===== config.mk =====
export PLATFORM = sky130hd
export DESIGN_NAME = multicycle_ctrl
export DESIGN_NICKNAME = d
export VERILOG_FILES = /design/src/rtl/multicycle_ctrl.sv
export SDC_FILE = /design/constraint.sdc
export NUM_CORES = 1
export LEC_CHECK = 0
export CORE_AREA = 3 3 73 88
export CTS_BUF_LIST = sky130_fd_sc_hd__clkbuf_2 sky130_fd_sc_hd__clkbuf_4 sky130_fd_sc_hd__clkbuf_8
export CTS_CLUSTER_SIZE = 24
export DETAILED_ROUTE_END_ITERATION = 12
export DIE_AREA = 0 0 76 91
export PLACE_DENSITY = 0.76
export SYNTH_ARGS = -nofsm -noshare
export SYNTH_HDL_FRONTEND = slang
export SYNTH_SLANG_ARGS = --single-unit
export TNS_END_PERCENT = 100

===== constraint.sdc =====
create_clock -name clk -period 2.6 [get_ports clk]
set_input_delay 0.78 -clock clk [delete_from_list [all_inputs] [get_ports clk]]
set_output_delay 0.78 -clock clk [all_outputs]
set_load 0.02 [all_outputs]

===== src/rtl/multicycle_ctrl.sv =====
// -----------------------------------------------------------------------------
// multicycle_ctrl
//
// Main control FSM of the multi-cycle RV32I core. Every instruction walks
// through FETCH -> DECODE -> EXEC -> (MEM) -> (WB) over one shared memory port.
// This block drives the write enables and mux selects of the datapath, counts
// retired instructions and halts in TRAP on an illegal opcode or when memory
// fails to answer within MEM_TIMEOUT cycles.
//
// Parameters
//   MEM_TIMEOUT  max wait cycles on mem_ready in FETCH/MEM (0 = no timeout)
//   CNT_W        width of the retired-instruction counter
//
// Ports
//   clk, rst      clock, synchronous active-high reset
//   opcode        IR[6:0], valid from DECODE onward
//   branch_taken  branch comparator result, valid in EXEC
//   mem_ready     memory completes the current request this cycle
//   mem_req       memory request
//   mem_we        store when 1
//   iord          address select: 0 = PC, 1 = ALU result
//   ir_we         load IR from memory read data
//   pc_we         update PC
//   pc_src        00 = PC+4, 01 = PC+imm, 10 = ALU result (JALR)
//   alu_src_a     0 = rs1, 1 = PC
//   alu_src_b     0 = rs2, 1 = imm
//   reg_we        register file write
//   wb_sel        00 = ALU, 01 = mem rdata, 10 = PC+4, 11 = imm
//   retire        one-cycle pulse per completed instruction
//   instret       retired-instruction count (wraps)
//   trap          sticky halt flag
//   trap_cause    01 = illegal opcode, 10 = memory timeout
//   state_dbg     current state encoding
// -----------------------------------------------------------------------------
module multicycle_ctrl #(
    parameter int MEM_TIMEOUT = 0,
    parameter int CNT_W       = 32
) (
    input  logic             clk,
    input  logic             rst,
    input  logic [6:0]       opcode,
    input  logic             branch_taken,
    input  logic             mem_ready,
    output logic             mem_req,
    output logic             mem_we,
    output logic             iord,
    output logic             ir_we,
    output logic             pc_we,
    output logic [1:0]       pc_src,
    output logic             alu_src_a,
    output logic             alu_src_b,
    output logic             reg_we,
    output logic [1:0]       wb_sel,
    output logic             retire,
    output logic [CNT_W-1:0] instret,
    output logic             trap,
    output logic [1:0]       trap_cause,
    output logic [2:0]       state_dbg
);

    typedef enum logic [2:0] {
        S_FETCH  = 3'd0,
        S_DECODE = 3'd1,
        S_EXEC   = 3'd2,
        S_MEM    = 3'd3,
        S_WB     = 3'd4,
        S_TRAP   = 3'd5
    } state_t;

    typedef enum logic [3:0] {
        C_R      = 4'd0,
        C_I      = 4'd1,
        C_LOAD   = 4'd2,
        C_STORE  = 4'd3,
        C_BRANCH = 4'd4,
        C_LUI    = 4'd5,
        C_AUIPC  = 4'd6,
        C_JAL    = 4'd7,
        C_JALR   = 4'd8,
        C_ILL    = 4'd9
    } class_t;

    // Wait counter only needs to reach MEM_TIMEOUT-1; with the timeout
    // disabled it is a harmless 1-bit toggle.
    localparam int              TO_W    = (MEM_TIMEOUT < 1) ? 1 : $clog2(MEM_TIMEOUT + 1);
    localparam bit              TO_EN   = (MEM_TIMEOUT != 0);
    localparam logic [TO_W-1:0] TO_LAST = TO_W'((MEM_TIMEOUT > 0) ? MEM_TIMEOUT - 1 : 0);

    state_t            r_state;
    state_t            w_state_next;
    class_t            r_class;
    class_t            w_class_dec;
    logic [TO_W-1:0]   r_to_cnt;
    logic [CNT_W-1:0]  r_instret;
    logic [1:0]        r_trap_cause;
    logic [1:0]        w_trap_cause_next;
    logic              w_to_hit;
    logic              w_sel_a;
    logic              w_sel_b;

    logic              w_mem_req;
    logic              w_mem_we;
    logic              w_iord;
    logic              w_ir_we;
    logic              w_pc_we;
    logic [1:0]        w_pc_src;
    logic              w_alu_src_a;
    logic              w_alu_src_b;
    logic              w_reg_we;
    logic [1:0]        w_wb_sel;
    logic              w_retire;

    // Opcode classification, consumed only while in DECODE.
    always_comb begin
        w_class_dec = C_ILL;
        case (opcode)
            7'b0110011: w_class_dec = C_R;
            7'b0010011: w_class_dec = C_I;
            7'b0000011: w_class_dec = C_LOAD;
            7'b0100011: w_class_dec = C_STORE;
            7'b1100011: w_class_dec = C_BRANCH;
            7'b0110111: w_class_dec = C_LUI;
            7'b0010111: w_class_dec = C_AUIPC;
            7'b1101111: w_class_dec = C_JAL;
            7'b1100111: w_class_dec = C_JALR;
            default:    w_class_dec = C_ILL;
        endcase
    end

    // ALU operand selects per class; shared by EXEC and WB so the JALR
    // target computed in EXEC is still on the ALU output during WB.
    always_comb begin
        w_sel_a = 1'b0;
        w_sel_b = 1'b0;
        case (r_class)
            C_I, C_LOAD, C_STORE, C_JALR: w_sel_b = 1'b1;
            C_AUIPC: begin
                w_sel_a = 1'b1;
                w_sel_b = 1'b1;
            end
            default: ;
        endcase
    end

    // Expires on the wait cycle that would bring the count to MEM_TIMEOUT;
    // a mem_ready on that same cycle takes priority.
    assign w_to_hit = TO_EN && !mem_ready && (r_to_cnt == TO_LAST);

    // Next-state and output decode.
    always_comb begin
        w_state_next      = r_state;
        w_trap_cause_next = r_trap_cause;
        w_mem_req         = 1'b0;
        w_mem_we          = 1'b0;
        w_iord            = 1'b0;
        w_ir_we           = 1'b0;
        w_pc_we           = 1'b0;
        w_pc_src          = 2'b00;
        w_alu_src_a       = 1'b0;
        w_alu_src_b       = 1'b0;
        w_reg_we          = 1'b0;
        w_wb_sel          = 2'b00;
        w_retire          = 1'b0;
        case (r_state)
            S_FETCH: begin
                w_mem_req = 1'b1;
                if (mem_ready) begin
                    w_ir_we      = 1'b1;
                    w_state_next = S_DECODE;
                end else if (w_to_hit) begin
                    w_state_next      = S_TRAP;
                    w_trap_cause_next = 2'b10;
                end
            end
            S_DECODE: begin
                if (w_class_dec == C_ILL) begin
                    w_state_next      = S_TRAP;
                    w_trap_cause_next = 2'b01;
                end else begin
                    w_state_next = S_EXEC;
                end
            end
            S_EXEC: begin
                w_alu_src_a = w_sel_a;
                w_alu_src_b = w_sel_b;
                case (r_class)
                    C_BRANCH: begin
                        w_pc_we      = 1'b1;
                        w_pc_src     = branch_taken ? 2'b01 : 2'b00;
                        w_retire     = 1'b1;
                        w_state_next = S_FETCH;
                    end
                    C_LOAD, C_STORE: w_state_next = S_MEM;
                    default:         w_state_next = S_WB;
                endcase
            end
            S_MEM: begin
                w_mem_req = 1'b1;
                w_iord    = 1'b1;
                w_mem_we  = (r_class == C_STORE);
                if (mem_ready) begin
                    if (r_class == C_STORE) begin
                        w_pc_we      = 1'b1;
                        w_retire     = 1'b1;
                        w_state_next = S_FETCH;
                    end else begin
                        w_state_next = S_WB;
                    end
                end else if (w_to_hit) begin
                    w_state_next      = S_TRAP;
                    w_trap_cause_next = 2'b10;
                end
            end
            S_WB: begin
                w_alu_src_a  = w_sel_a;
                w_alu_src_b  = w_sel_b;
                w_reg_we     = 1'b1;
                w_pc_we      = 1'b1;
                w_retire     = 1'b1;
                w_state_next = S_FETCH;
                case (r_class)
                    C_LOAD: w_wb_sel = 2'b01;
                    C_LUI:  w_wb_sel = 2'b11;
                    C_JAL: begin
                        w_wb_sel = 2'b10;
                        w_pc_src = 2'b01;
                    end
                    C_JALR: begin
                        w_wb_sel = 2'b10;
                        w_pc_src = 2'b10;
                    end
                    default: ;
                endcase
            end
            S_TRAP: w_state_next = S_TRAP;
            default: w_state_next = S_FETCH;
        endcase
    end

    // State, class, trap cause and instret registers.
    always_ff @(posedge clk) begin
        if (rst) begin
            r_state      <= S_FETCH;
            r_class      <= C_R;
            r_trap_cause <= 2'b00;
            r_instret    <= '0;
        end else begin
            r_state      <= w_state_next;
            r_trap_cause <= w_trap_cause_next;
            if (r_state == S_DECODE) begin
                r_class <= w_class_dec;
            end
            if (w_retire) begin
                r_instret <= r_instret + CNT_W'(1);
            end
        end
    end

    // Wait counter: counts stalled cycles in FETCH/MEM and is zero on every
    // entry to those states because any other cycle clears it.
    always_ff @(posedge clk) begin
        if (rst) begin
            r_to_cnt <= '0;
        end else if ((r_state == S_FETCH || r_state == S_MEM) && !mem_ready) begin
            r_to_cnt <= r_to_cnt + TO_W'(1);
        end else begin
            r_to_cnt <= '0;
        end
    end

    // Every output is forced low while rst is asserted, even before the
    // first clock edge has initialised the registers.
    assign mem_req    = !rst && w_mem_req;
    assign mem_we     = !rst && w_mem_we;
    assign iord       = !rst && w_iord;
    assign ir_we      = !rst && w_ir_we;
    assign pc_we      = !rst && w_pc_we;
    assign pc_src     = rst ? 2'b00 : w_pc_src;
    assign alu_src_a  = !rst && w_alu_src_a;
    assign alu_src_b  = !rst && w_alu_src_b;
    assign reg_we     = !rst && w_reg_we;
    assign wb_sel     = rst ? 2'b00 : w_wb_sel;
    assign retire     = !rst && w_retire;
    assign instret    = rst ? '0 : r_instret;
    assign trap       = !rst && (r_state == S_TRAP);
    assign trap_cause = rst ? 2'b00 : r_trap_cause;
    assign state_dbg  = rst ? 3'd0 : r_state;

endmodule


==> results.tsv, run 1 <==
metric	value	unit
outcome	finished, final reports clean	
via_per_inst	5.22	
synth_simple_gate_area_share	34.3	%
cts-htree-levels	2	
grt.total_usage	19.0	%
syn_area_per_cell	7.76	sq um
ys.warnings.count	0	
slew_viol_final	0	
max_freq	396	MHz
insertion_delay	0.30	ns
synthDistinctLibCells	53	
antenna_found_initial	0	
critPathKind	in -> out	
fp.dieH	91	um
yosys.area_share.adder	0.489	%
whs_path_depth	2	
stdcell_area	0.00342	sq mm
powerDensity	365	mW/mm^2
final_util	60.3	%
r2r_slack	0.26	ns
switchingPower	0.353	mW
overflow	0	
drt-pass1-iter-count	4	
min_period	2.53	ns
place_area	0.00336	sq mm
yosys-mux-area-fraction	3.66	%
holdBufCountCts	0	
syn_area	0.00256	sq mm
path_clk_slew	0.07	ns
p_int	0.894	mW
irDropWorstVdd	190	uV
grt_start_max_net_pins	49	
synth.largest_area_cell	dfxtp_1	
worst_setup_path_end_kind	output port	
fin_skew	0.00945	ns
synth_top_family_by_area	simple AND/OR/NAND/NOR gates	
portBuffers	60	
r2r_cells	6	
numCtsBuffers	5	
pin_count	62	
whs_endpoint	r_trap_cause[0]	
fin_crit_sh	97.2	%
synthToLayoutAreaGrowth	33.4	%
cts_root_buf	clkbuf_8	
synth.area.top_cells	dfxtp_1, nor2b_1, nor2_1, xnor2_1, a21oi_1	
seqPwrFrac	51.1	%
drt_iter0_markers	113	
chipWidth	76	um
clock-sinks	40	
synth_top_area_share	31.3	%
ys_seq_elements	40	
fin_nets	408	
cts_tree	built	
dp_hpwl	4760	um
ys_async_sr_fraction	0	%
hp-class	reg -> reg	
worstPathMaxFanout	3	
rsz0062_at_grt	no	
synth_xor_xnor_area_share	6.16	%
grt_pass1_wl	11000	um
p_comb_share	16.7	%
n_antenna_cell	0	
drt_wl_total	6450	um
synth_edf_count	0	
syn_inst	330	
nFillCells	526	
pwr-share-clk	32.3	%
synth_compound_area_share	18.1	%
hold_viol	0	
wire_per_inst	13.6	um
grt_pass1_vias	2400	
initial_core_util	45.2	%
syn_nets	342	
required	1.82	ns
dieArea	0.00692	sq mm
drc	0	
cts_buffer_depth	2	
start_kind	input port	
vias	2484	
drive_above_1_share	14.1	%
finalPower	1.25	mW
r2r-start	r_class[2]	
ys_seq_area_share	31.3	%
gp_congestion	0.843	
final_cell_mix	nor2_1, dlygate4sd2_1, dfxtp_1	
min_from	r_trap_cause[0]	
maxCapViolations	0	
coreArea	0.00567	sq mm
synth_flop_cell	dfxtp_1	
antenna_left	0	
num_rows	30	
final-setup-viol-count	0	
cellLeakagePower	1.45	nW
cp.arrival	1.75	ns
r2r-end	r_instret[25]	
sw_frac_of_total	28.3	%
## cell type report
cell class	instances	area [sq um]	share of cell area, %
inverters	8	30.0	0.879
well taps	80	100	2.93
multi-input cells	256	1650	48.4
clock inverters	2	12.5	0.366
clock buffers	5	68.8	2.01
repair buffers	85	751	22.0
flip-flops and latches	40	802	23.5
## power groups by stage
stage / logic, mW / clock network (mW) / registers, mW
floorplan: 0.133 / 0 / 0.642
global placement: 0.206 / 0 / 0.650
detailed placement: 0.210 / 0 / 0.650
CTS: 0.207 / 0.409 / 0.637
global route: 0.227 / 0.434 / 0.638
finish: 0.208 / 0.403 / 0.637
## routing by layer
metal | wire (um) | share of wire [%] | vias up | track usage (%)
li1 | - | - | 1268 | -
met1 | 2880 | 45 | 1150 | 22.3
met2 | 3180 | 49 | 55 | 33.5
met3 | 249 | 3.9 | 11 | 3.67
met4 | 136 | 2.1 | 0 | 8.31
met5 | 0 | 0 | - | 0
## Yosys cell counts (3+ instances only)
cell type	instances
nor3_1	7
nand2_1	21
nand4_1	5
a21oi_1	21
xnor2_1	17
inv_1	8
mux2_1	7
nor2b_1	36
nand2b_1	4
and4_1	5
nand3b_1	4
buf_2	8
o21ai_0	9
buf_4	3
a2111oi_2	4
or2_2	3
a211oi_1	8
or3_1	5
dfxtp_1	40
clkbuf_1	13
nand3_1	14
nor2_1	46
## worst max-delay path, stage by stage
cell,delay (ns)
dlygate4sd2_1,0.22
and2_4,0.17
nand4_4,0.11
a21oi_4,0.19
clkdlybuf4s15_2,0.28
## stage by stage
step           TNS [ns]  worst slack (ns)  hold WS [ns]  cells
2_1_floorplan         0            0.0140         0.429    330
3_3_place_gp      -8.20            -0.603         0.443    468
3_5_place_dp      -9.58            -0.645         0.453    468
4_1_cts               0            0.0180         0.471    476
5_1_grt               0            0.0160         0.505    476
6_report              0            0.0736         0.464    476
## sequential cells by signal, indices dropped and copies added (netlist names)
register and count:
r_trap_cause 1, r_state 3, r_instret 32, r_class 4
## timing repair
action                     in CTS  in global routing
pin swaps                       2                  0
hold endpoints to repair        0                  0
resized for setup              61                  5
setup endpoints to repair      52                  3
buffers inserted                1                  0
## cell families (layout without fill, tap and decap cells)
group,after synthesis,after routing
compound gates,65,65
xor+xnor,18,18
fa+ha+maj,1,1
buf+inv,34,100
flops,40,40
mux,8,8
other cells,1,1
simple gates,163,163
## how the worst max path moves through the flow
stage | startpoint | slack, ns | to | depth (start not counted)
2_1_floorplan | mem_ready | 0.01 | retire | 6
3_3_place_gp | mem_ready | -0.60 | retire | 5
3_5_place_dp | mem_ready | -0.64 | pc_we | 5
4_1_cts | rst | 0.02 | state_dbg[2] | 4
5_1_grt | rst | 0.02 | reg_we | 6
6_report | mem_ready | 0.07 | pc_we | 5
Power figures use the tool's default switching activity.
==> inputs of run 2 (changes only) <==
--- a/config.mk
+++ b/config.mk
@@ -5,6 +5,7 @@
 export SDC_FILE = /design/constraint.sdc
 export NUM_CORES = 1
 export LEC_CHECK = 0
+export CAP_MARGIN = 20
 export CORE_AREA = 3 3 73 88
 export CTS_BUF_LIST = sky130_fd_sc_hd__clkbuf_2 sky130_fd_sc_hd__clkbuf_4 sky130_fd_sc_hd__clkbuf_8
 export CTS_CLUSTER_SIZE = 24
==> results of run 2 <==
Final layout, timing and power as in run 1 (identical DEF).
==> inputs of run 3 (changes only) <==
--- a/config.mk
+++ b/config.mk
@@ -6,11 +6,11 @@
 export NUM_CORES = 1
 export LEC_CHECK = 0
 export CAP_MARGIN = 20
-export CORE_AREA = 3 3 73 88
+export CORE_AREA = 3 3 71 90
 export CTS_BUF_LIST = sky130_fd_sc_hd__clkbuf_2 sky130_fd_sc_hd__clkbuf_4 sky130_fd_sc_hd__clkbuf_8
 export CTS_CLUSTER_SIZE = 24
 export DETAILED_ROUTE_END_ITERATION = 12
-export DIE_AREA = 0 0 76 91
+export DIE_AREA = 0 0 74 93
 export PLACE_DENSITY = 0.76
 export SYNTH_ARGS = -nofsm -noshare
 export SYNTH_HDL_FRONTEND = slang
==> run 3 against run 2 <==
Combinational power barely moved. Sequential power barely moved. Sequential share of layout area barely moved. Critical path depth fell by 1. Final area fell by 0.37%. Wire length fell by 3.7%. Cell count fell by 2.3%. Maximum frequency barely moved. Global-route usage fell by 0.19 points. Non-clock buffer count rose by 2. Critical endpoint is now pc_src[0].
==> results.tsv, run 3 (synthesis gave the netlist of run 1 again) <==
metric	value	unit
synthToLayoutAreaGrowth	32.9	%
pin_count	62	
dieArea	0.00688	sq mm
pwr-share-clk	38.1	%
drc	0	
via_per_inst	5.42	
fp.dieH	93	um
largest_register_ffs	32	
gp_congestion	0.857	
maxCapViolations	0	
final_cell_mix	nor2_1, dlygate4sd2_1, dfxtp_1	
switchingPower	0.350	mW
coreArea	0.00570	sq mm
num_rows	31	
min_period	2.52	ns
max_freq	396	MHz
rsz0062_at_grt	no	
antenna_left	0	
n_antenna_cell	0	
nFillCells	544	
start_kind	input port	
grt_start_max_net_pins	29	
sw_frac_of_total	25.8	%
wire_per_inst	13.4	um
insertion_delay	0.30	ns
cts_root_buf	clkbuf_8	
required	1.82	ns
slew_viol_final	0	
cts_tree	built	
path_clk_slew	0.08	ns
seqPwrFrac	46.8	%
hold_viol	0	
fin_nets	410	
overflow	0	
vias	2521	
worstPathMaxFanout	1	
powerDensity	398	mW/mm^2
numCtsBuffers	5	
critPathSlowestCell	clkdlybuf4s50_1	
whs	0.476	ns
cts_buffer_depth	2	
drt_iter0_markers	85	
critPathMaxStageDelay	0.45	ns
setup_tns	0	ns
outcome	finished, final reports clean	
final_util	59.7	%
chipWidth	74	um
grt.total_usage	18.8	%
finalPower	1.36	mW
largestRegisters	r_instret (32), r_class (4), r_state (3)	
cp_cell_sequence	clkdlybuf4s50_1 -> nand3_1 -> a21oi_1 -> clkdlybuf4s15_1	
clock-sinks	40	
worst_setup_path_end_kind	output port	
irDropWorstVdd	274	uV
cellLeakagePower	1.47	nW
drive_above_1_share	14.3	%
top_register	r_instret	
p_comb_share	15.1	%
p_int	1.01	mW
drt_wl_total	6220	um
portBuffers	60	
cp.arrival	1.74	ns
fin_crit_sh	97.1	%
final-setup-viol-count	0	
grt_pass1_wl	10500	um
holdBufCountCts	0	
critPathKind	in -> out	
hp-class	reg -> reg	
drt-pass1-iter-count	4	
initial_core_util	44.9	%
cts-htree-levels	2	
grt_pass1_vias	2349	
antenna_found_initial	0	
fin_skew	0.00728	ns
dp_hpwl	4680	um
-- run 3: worst paths after layout --
| path | start | endpoint | slack, ns | cells after the start |
|---|---|---|---|---|
| setup / recovery | branch_taken | pc_src[0] | 0.08 | 4 |
| hold / removal | r_trap_cause[0] | r_trap_cause[0] | 0.48 | 2 |
| setup reg to reg | r_state[2] | r_instret[25] | 0.33 | 6 |
| hold reg to reg | r_trap_cause[0] | r_trap_cause[0] | 0.48 | 2 |
-- run 3: power groups by stage --
stage / registers [mW] / clock network [mW] / logic [mW]
after floorplan: 0.642 / 0 / 0.133
after global placement: 0.649 / 0 / 0.207
after detailed placement: 0.649 / 0 / 0.209
after CTS: 0.635 / 0.527 / 0.205
after global routing: 0.636 / 0.544 / 0.226
final: 0.635 / 0.517 / 0.205
-- run 3: final cells by class --
type	instances	area, sq um	area share (%)
multi-input combinational	256	1640	48.2
sequential	40	801	23.5
timing repair buffer	87	738	21.7
tap	66	82.6	2.43
clock buffer	6	76.3	2.24
clock inverter	2	35.0	1.03
inverter	8	30.0	0.882
-- run 3: per-stage QoR --
stage,instances,setup WS [ns],instance area (sq um)
2_1_floorplan,330,0.0140,2580
6_report,465,0.0758,3400
3_3_place_gp,457,-0.586,3340
5_1_grt,465,0.00353,3400
4_1_cts,465,0.0161,3400
3_5_place_dp,457,-0.573,3340
-- run 3: per-layer routing --
layer	track usage (%)	part of all wire [%]
met5	0	0
met4	6.50	2.3
met3	3.44	4.6
met2	32.0	49
met1	23.4	44
-- run 3: timing repair --
action,in CTS,in global routing
pin swaps,2,0
resized for setup,60,6
setup buffers,0,0
setup endpoints to repair,51,3
-- run 3: worst max-delay path: cells and delay by family --
kind	cells	cell delay (ns)
buffers and inverters	2	0.76
AND/OR/NAND/NOR	1	0.06
AO/OA/AOI/OAI	1	0.15
